`src/rtl/fir_pkg.sv`:
```
// Shared FIR definitions: tap count/width, coefficient-controller FSM state,
// and the default coefficient set loaded into bank 0 when FIR_COEFF_DEFAULT_EN
// is defined.
package fir_pkg;

  localparam int order = 53;
  localparam int width = 16;

  typedef enum logic [1:0] {
    IDLE  = 2'd0,
    LOAD  = 2'd1,
    ARMED = 2'd2
  } fir_coeff_state_t;

  // Symmetric low-pass prototype, tap 0 first.
  localparam logic signed [width-1:0] FIRfilterCoeffs [order] = '{
    -16'sd12,   -16'sd20,   -16'sd25,   -16'sd21,   16'sd0,     16'sd37,
    16'sd78,    16'sd100,   16'sd77,    16'sd0,     -16'sd119,  -16'sd240,
    -16'sd300,  -16'sd230,  16'sd0,     16'sd365,   16'sd760,   16'sd996,
    16'sd780,   16'sd0,     -16'sd1080, -16'sd2275, -16'sd3055, -16'sd2532,
    16'sd0,     16'sd6410,  16'sd9830,  16'sd6410,  16'sd0,     -16'sd2532,
    -16'sd3055, -16'sd2275, -16'sd1080, 16'sd0,     16'sd780,   16'sd996,
    16'sd760,   16'sd365,   16'sd0,     -16'sd230,  -16'sd300,  -16'sd240,
    -16'sd119,  16'sd0,     16'sd77,    16'sd100,   16'sd78,    16'sd37,
    16'sd0,     -16'sd21,   -16'sd25,   -16'sd20,   -16'sd12
  };

  // Default tap j, or zero when a build uses more taps than the table holds.
  function automatic logic [width-1:0] default_coeff(input int j);
    if (j >= 0 && j < order) return FIRfilterCoeffs[j];
    return '0;
  endfunction

endpackage

```
`src/rtl/fir_coeff_ctrl_if.sv`:
```
// Coefficient load stream between host/config logic and fir_coeff_ctrl.
interface fir_coeff_ctrl_if #(
  parameter int WIDTH = 16
);

  logic             load_start;
  logic             coef_valid;
  logic [WIDTH-1:0] coef_data;
  logic             coef_ready;

  modport master (
    output load_start,
    output coef_valid,
    output coef_data,
    input  coef_ready
  );

  modport slave (
    input  load_start,
    input  coef_valid,
    input  coef_data,
    output coef_ready
  );

endinterface

```
`src/rtl/fir_coeff_bank.sv`:
```
// ORDER x WIDTH coefficient register bank: one write port, flattened read.
// RESET_DEFAULT selects reset to fir_pkg::FIRfilterCoeffs instead of zero.
module fir_coeff_bank
  import fir_pkg::*;
#(
  parameter int ORDER         = order,
  parameter int WIDTH         = width,
  parameter bit RESET_DEFAULT = 1'b0,
  localparam int AW           = (ORDER > 1) ? $clog2(ORDER) : 1
) (
  input  logic                   clk,
  input  logic                   reset,
  input  logic                   we,
  input  logic [AW-1:0]          addr,
  input  logic [WIDTH-1:0]       wdata,
  output logic [ORDER*WIDTH-1:0] rdata_flat
);

  for (genvar j = 0; j < ORDER; j++) begin : g_tap
    localparam logic [WIDTH-1:0] RST_VAL =
      RESET_DEFAULT ? WIDTH'(default_coeff(j)) : '0;

    logic [WIDTH-1:0] tap_q;

    // Tap register: reset value, then written only when addressed.
    // NOTE: these are discrete flops feeding the adder tree, not a RAM, so a
    // synchronous reset of every tap is cheap and legal here.
    always_ff @(posedge clk) begin
      if (reset) begin
        tap_q <= RST_VAL;
      end else if (we && addr == AW'(j)) begin
        tap_q <= wdata;
      end
    end

    assign rdata_flat[j*WIDTH +: WIDTH] = tap_q;
  end

endmodule

```
`src/rtl/fir_coeff_ctrl.sv`:
```
// Double-buffered FIR coefficient controller. A new set streams into the
// shadow bank while the active bank feeds the filter; banks swap on the next
// sample strobe once the set is complete.
// Optional macro FIR_COEFF_DEFAULT_EN: bank 0 resets to FIRfilterCoeffs.
module fir_coeff_ctrl
  import fir_pkg::*;
#(
  parameter int ORDER = order,
  parameter int WIDTH = width,
  localparam int AW   = (ORDER > 1) ? $clog2(ORDER) : 1
) (
  input  logic                   clk,
  input  logic                   reset,
  fir_coeff_ctrl_if.slave        coef_if,
  input  logic                   sample_valid,
  output logic [ORDER*WIDTH-1:0] coef_bank_flat,
  output logic                   active_bank,
  output logic                   busy,
  output logic                   swap_done,
  output logic                   load_error
);

`ifdef FIR_COEFF_DEFAULT_EN
  localparam bit BANK0_DEFAULT = 1'b1;
`else
  localparam bit BANK0_DEFAULT = 1'b0;
`endif

  fir_coeff_state_t state_q, state_d;
  logic [AW-1:0]    idx_q, idx_d;
  logic             active_q, active_d;
  logic             swap_q, swap_d;
  logic             err_q, err_d;
  logic             we;
  logic             hs;
  logic [ORDER*WIDTH-1:0] rd0, rd1;

  // Outputs decode registered state only; no input-to-output paths.
  assign coef_if.coef_ready = (state_q == LOAD);
  assign busy               = (state_q != IDLE);
  assign active_bank        = active_q;
  assign swap_done          = swap_q;
  assign load_error         = err_q;
  assign hs                 = coef_if.coef_valid & coef_if.coef_ready;

  // State and control registers.
  // NOTE: sequential state uses non-blocking assignments so every register
  // samples pre-edge values regardless of statement order.
  always_ff @(posedge clk) begin
    if (reset) begin
      state_q  <= IDLE;
      idx_q    <= '0;
      active_q <= 1'b0;
      swap_q   <= 1'b0;
      err_q    <= 1'b0;
    end else begin
      state_q  <= state_d;
      idx_q    <= idx_d;
      active_q <= active_d;
      swap_q   <= swap_d;
      err_q    <= err_d;
    end
  end

  // Next-state logic: load_start always wins over a handshake or a swap.
  // NOTE: every signal gets a default first so no path leaves it unassigned,
  // which would otherwise infer a latch.
  always_comb begin
    state_d  = state_q;
    idx_d    = idx_q;
    active_d = active_q;
    swap_d   = 1'b0;
    err_d    = err_q;
    we       = 1'b0;
    unique case (state_q)
      IDLE: begin
        if (coef_if.load_start) begin
          state_d = LOAD;
          idx_d   = '0;
        end
      end
      LOAD: begin
        if (coef_if.load_start) begin
          idx_d = '0;
          err_d = 1'b1;
        end else if (hs) begin
          we = 1'b1;
          if (idx_q == AW'(ORDER - 1)) begin
            state_d = ARMED;
          end else begin
            idx_d = idx_q + AW'(1);
          end
        end
      end
      ARMED: begin
        if (coef_if.load_start) begin
          state_d = LOAD;
          idx_d   = '0;
          err_d   = 1'b1;
        end else if (sample_valid) begin
          state_d  = IDLE;
          active_d = ~active_q;
          swap_d   = 1'b1;
        end
      end
      default: state_d = IDLE;
    endcase
  end

  fir_coeff_bank #(
    .ORDER(ORDER), .WIDTH(WIDTH), .RESET_DEFAULT(BANK0_DEFAULT)
  ) u_bank0 (
    .clk(clk), .reset(reset), .we(we & active_q), .addr(idx_q),
    .wdata(coef_if.coef_data), .rdata_flat(rd0)
  );

  fir_coeff_bank #(
    .ORDER(ORDER), .WIDTH(WIDTH), .RESET_DEFAULT(1'b0)
  ) u_bank1 (
    .clk(clk), .reset(reset), .we(we & ~active_q), .addr(idx_q),
    .wdata(coef_if.coef_data), .rdata_flat(rd1)
  );

  assign coef_bank_flat = active_q ? rd1 : rd0;

endmodule

```
`src/flat_wrapper.sv`:
```
// flat-port wrapper written by rule: the top's interface ports become plain ports
module fir_coeff_ctrl_flat import fir_pkg::*;
#(
  parameter int ORDER = order,
  parameter int WIDTH = width,
  localparam int AW   = (ORDER > 1) ? $clog2(ORDER) : 1
)
  (clk, reset, sample_valid, coef_bank_flat, active_bank, busy, swap_done, load_error, coef_if_load_start, coef_if_coef_valid, coef_if_coef_data, coef_if_coef_ready);
  fir_coeff_ctrl_if #(.WIDTH(WIDTH)) coef_if_i ();
  input  logic clk;
  input  logic reset;
  input  logic sample_valid;
  output logic [ORDER*WIDTH-1:0] coef_bank_flat;
  output logic active_bank;
  output logic busy;
  output logic swap_done;
  output logic load_error;
  input wire logic [$bits(coef_if_i.load_start)-1:0] coef_if_load_start;
  input wire logic [$bits(coef_if_i.coef_valid)-1:0] coef_if_coef_valid;
  input wire logic [$bits(coef_if_i.coef_data)-1:0] coef_if_coef_data;
  output wire logic [$bits(coef_if_i.coef_ready)-1:0] coef_if_coef_ready;
  assign coef_if_i.load_start = coef_if_load_start;
  assign coef_if_i.coef_valid = coef_if_coef_valid;
  assign coef_if_i.coef_data = coef_if_coef_data;
  assign coef_if_coef_ready = coef_if_i.coef_ready;
  fir_coeff_ctrl #(.ORDER(ORDER), .WIDTH(WIDTH)) u_core (.clk(clk), .reset(reset), .coef_if(coef_if_i), .sample_valid(sample_valid), .coef_bank_flat(coef_bank_flat), .active_bank(active_bank), .busy(busy), .swap_done(swap_done), .load_error(load_error));
endmodule
```
`config.mk`:
```
export PLATFORM = sky130hd
export DESIGN_NAME = fir_coeff_ctrl_flat
export DESIGN_NICKNAME = d
export VERILOG_FILES = /design/src/rtl/fir_pkg.sv /design/src/rtl/fir_coeff_ctrl_if.sv /design/src/rtl/fir_coeff_bank.sv /design/src/rtl/fir_coeff_ctrl.sv /design/src/flat_wrapper.sv
export SDC_FILE = /design/constraint.sdc
export NUM_CORES = 2
export LEC_CHECK = 0
export ABC_AREA = 0
export CORE_UTILIZATION = 32
export DETAILED_ROUTE_END_ITERATION = 16
export MAX_ROUTING_LAYER = met4
export PLACE_DENSITY = 0.56
export SLEW_MARGIN = 20
export SYNTH_ARGS = -nofsm -noshare
export SYNTH_HDL_FRONTEND = slang
export SYNTH_SLANG_ARGS = --single-unit
```
`constraint.sdc`:
```
create_clock -name clk -period 2.4 [get_ports clk]
set_input_delay 0.48 -clock clk [delete_from_list [all_inputs] [get_ports clk]]
set_output_delay 0.48 -clock clk [all_outputs]
set_load 0.03 [all_outputs]
```
==> flow_summary.yaml <==
clock_network:
  ctsHtreeMaxLevel: 4
  clock_latency_ns: 0.87
  clkTransAtPathRegs_ns: 0.06
  clock_path_buffers: 3
  numCtsBuffers: 187
  cts.sinks: 1707
  root_buffer: "clkbuf_16"
  cts_tree: "built"
floorplan:
  rows: 173
  io_pins: 874
  initial_core_util_pct: 32.2
  die_h_um: 475
  core_region_area_mm2: 0.222
  die_area_mm2: 0.226
  fp.dieW_um: 475
outcome:
  status: "finished with violations"
  violations: "negative setup slack"
drt:
  wl_met1_um: 127000
  viasPerCell: 5.08
  highest_layer: "met4"
  first_pass_iters: 6
  wl_met2_um: 134000
  ant_nets: 0
  wl_per_cell_um: 23.3
  wl_met3_um: 19300
  vias: 64000
  drt-initial-drc-count: 5417
  drc: 0
  routed_wl_um: 293000
critical_path:
  critPathSlowestCell: "dfxtp_4"
  worstPathRequired_ns: 1.92
  reg2reg_depth: 10
  critPathMaxStageDelay_ns: 0.43
  path_delay_family: "buffers and inverters"
  reg2reg_slack_ns: -0.30
  worstSetupEndpointType: "primary output"
  critical_path_arrival_ns: 2.76
  path_cells: "buf_12, buf_4, bufbuf_16, mux2_2, dlygate4sd2_1"
  crit_cells: 5
  crit_buf_inv: 4
  path_class: "register to primary output"
  critPathMaxFanout: 16
  startpoint_type: "register"
sta:
  max_freq_mhz: 308
  worstMarginPinSlew_ns: 0.776
  slew_headroom_pct: 48.3
  timing.final.hold_violations: 0
  finalCriticalPeriod_ns: 3.24
  maxSlewViolCount: 0
  setup_violations: 1372
  fin_crit_sh_pct: 135
  setup_ws_ns: -0.842
  fin_worst_skew_ns: 0.0356
  rsz0062_at_grt: "true"
finish:
  fin_util_pct: 42.1
  multi_input_area_mm2: 0.0342
  drive_above_1_share_pct: 24.8
  fin_cells: 12600
  syn2layout_area_growth_pct: 30.9
  finalNetCount: 9488
  seq_area_mm2: 0.0342
  final.fill_count: 21600
logic_synthesis:
  yosysTopAreaCell: "dfxtp_1"
  synth_cells: 8585
  synth_top_family_by_area: "simple AND/OR/NAND/NOR gates"
  synth_compound_area_share_pct: 11.5
  synthArstFlopShare_pct: 0
  yosys_most_used_dff: "dfxtp_1"
  synth_edf_count: 0
  ys_top_cells_by_area: "dfxtp_1 48%, nand2_1 16%, mux2_2 13%"
  yosys_register_bits: 1707
  synth_simple_gate_area_share_pct: 20.7
  yosys.area_share.xor_xnor_pct: 0.0122
  synthesis.area_mm2: 0.0716
  yosysSeqAreaShare_pct: 47.7
  synth_mux_area_share_pct: 15.2
  yosysTopAreaCellShare_pct: 47.7
  syn_area_per_cell_um2: 8.34
  synth_nets: 8614
  synth_adder_area_share_pct: 0.140
  ys_warn_count: 0
  ys_types: 51
min_path:
  hold_class: "input pin to register"
  hold_depth: 4
global_routing:
  antenna_found_initial: 8
  grt_pass1_wl_um: 415000
  grt_max_degree: 156
  grt_usage_pct: 25.5
  grt_pass1_vias: 60200
  grt-ovfl-total: 0
placement:
  dp_hpwl_um: 196000
  io_buffers: 873
  placed_cells: 12200
  routabilityCongestion: 0.842
power:
  finalPower_uw: 60500
  ir_worst_vdd_mv: 0.680
  power_density_mw_per_mm2: 646
  p_leak_uw: 0.0362
job:
  cap_viol_max_count: 0
stage by stage:
step | area (µm²) | TNS, ns | setup slack, ns | hold WS [ns]
global placement | 86700 | -414.11 | -0.579 | 0.438
floorplan | 71600 | 0 | 0.0108 | 0.433
detailed placement | 86700 | -460.83 | -0.631 | 0.443
CTS | 93100 | -682.33 | -0.933 | 0.0124
finish | 93700 | -545.72 | -0.842 | 0.0925
global route | 93700 | -710.07 | -0.907 | 0.0618
layout make-up:
cell class / instances / area share, %
Antenna cell: 5 / 0.0134
Sequential cell: 1707 / 36.5
Inverter: 6 / 0.0240
Clock inverter: 61 / 0.805
Tap cell: 2975 / 3.97
Timing Repair Buffer: 1438 / 16.4
Clock buffer: 274 / 5.84
Multi-Input combinational cell: 6119 / 36.5
placed cells by master (no fill, tap or decap), drive strengths merged, types with 6 or more instances in the layout:
| cell | synthesis | final |
|---|---|---|
| and3 | 6 | 6 |
| and3b | 8 | 8 |
| nor3 | 102 | 102 |
| dlygate4sd2 | 0 | 213 |
| inv | 6 | 18 |
| nand2 | 3140 | 3140 |
| nor2 | 135 | 135 |
| a21oi | 1572 | 1572 |
| clkinv | 0 | 34 |
| nand3 | 110 | 110 |
| clkdlybuf4s50 | 0 | 108 |
| bufinv | 0 | 12 |
| dlygate4sd3 | 0 | 8 |
| dlymetal6s2s | 0 | 68 |
| mux2i | 128 | 128 |
| clkdlybuf4s15 | 0 | 69 |
| ha | 8 | 8 |
| nand3b | 11 | 11 |
| mux2 | 850 | 850 |
| dfxtp | 1707 | 1707 |
| buf | 264 | 947 |
| clkbuf | 489 | 296 |
kinds of logic (layout without fill, tap and decap cells):
logic type      Yosys count  count (layout)
xor+xnor                  1               1
other cells               0               5
mux                     978             978
simple gates           3546            3546
fa+ha+maj                 8               8
flops                  1707            1707
compound gates         1586            1586
buf+inv                 759            1779
worst min-delay path: stages:
cell and delay (ns):
buf_4 0.14, buf_12 0.16, nand2_1 0.07, a21oi_1 0.05
power breakdown:
part / internal, µW / total [µW] / switching [µW]
clock network: 17100 / 29400 / 12300
logic: 611 / 2760 / 2150
registers: 28400 / 28400 / 17.5
synthesized netlist by cell type (10+ instances only):
cell type  instances
nand2_1         3139
dfxtp_1         1707
a21oi_1         1506
mux2_2           850
clkbuf_1         489
buf_2            209
nor2_1           135
mux2i_1          128
nand3_1          105
a21oi_2           66
nor3_4            57
nor3_2            42
buf_6             30
buf_4             19
nand3b_1          10
what timing repair did:
action,in CTS,in global routing
hold buffers,8,0
hold endpoints to repair,77,0
pin swaps,0,0
cloned,4,11
setup endpoints to repair,1064,1895
resized for setup,439,483
setup buffers,8,29
layer usage:
metal | track usage, % | vias up
met5 | - | -
met4 | 10.0 | 0
met3 | 4.38 | 448
met2 | 39.4 | 2216
met1 | 32.9 | 31300
li1 | - | 30000
worst paths after layout:
path	to	startpoint
hold / removal	u_core.u_bank0.g_tap[15].tap_q[8]	coef_if_coef_data[8]
setup / recovery	coef_bank_flat[548]	u_core.active_bank
hold reg to reg	u_core.u_bank0.g_tap[28].tap_q[15]	u_core.u_bank0.g_tap[28].tap_q[15]
setup reg to reg	u_core.u_bank1.g_tap[0].tap_q[11]	u_core.active_bank
sequential cells by signal, indices dropped and copies added (netlist names):
signal	flops
u_core.active_bank	1
u_core.idx_q	6
u_core.load_error	1
u_core.state_q	2
u_core.swap_done	1
u_core.u_bank0.g_tap.tap_q	848
u_core.u_bank1.g_tap.tap_q	848
Power figures use the tool's default switching activity.
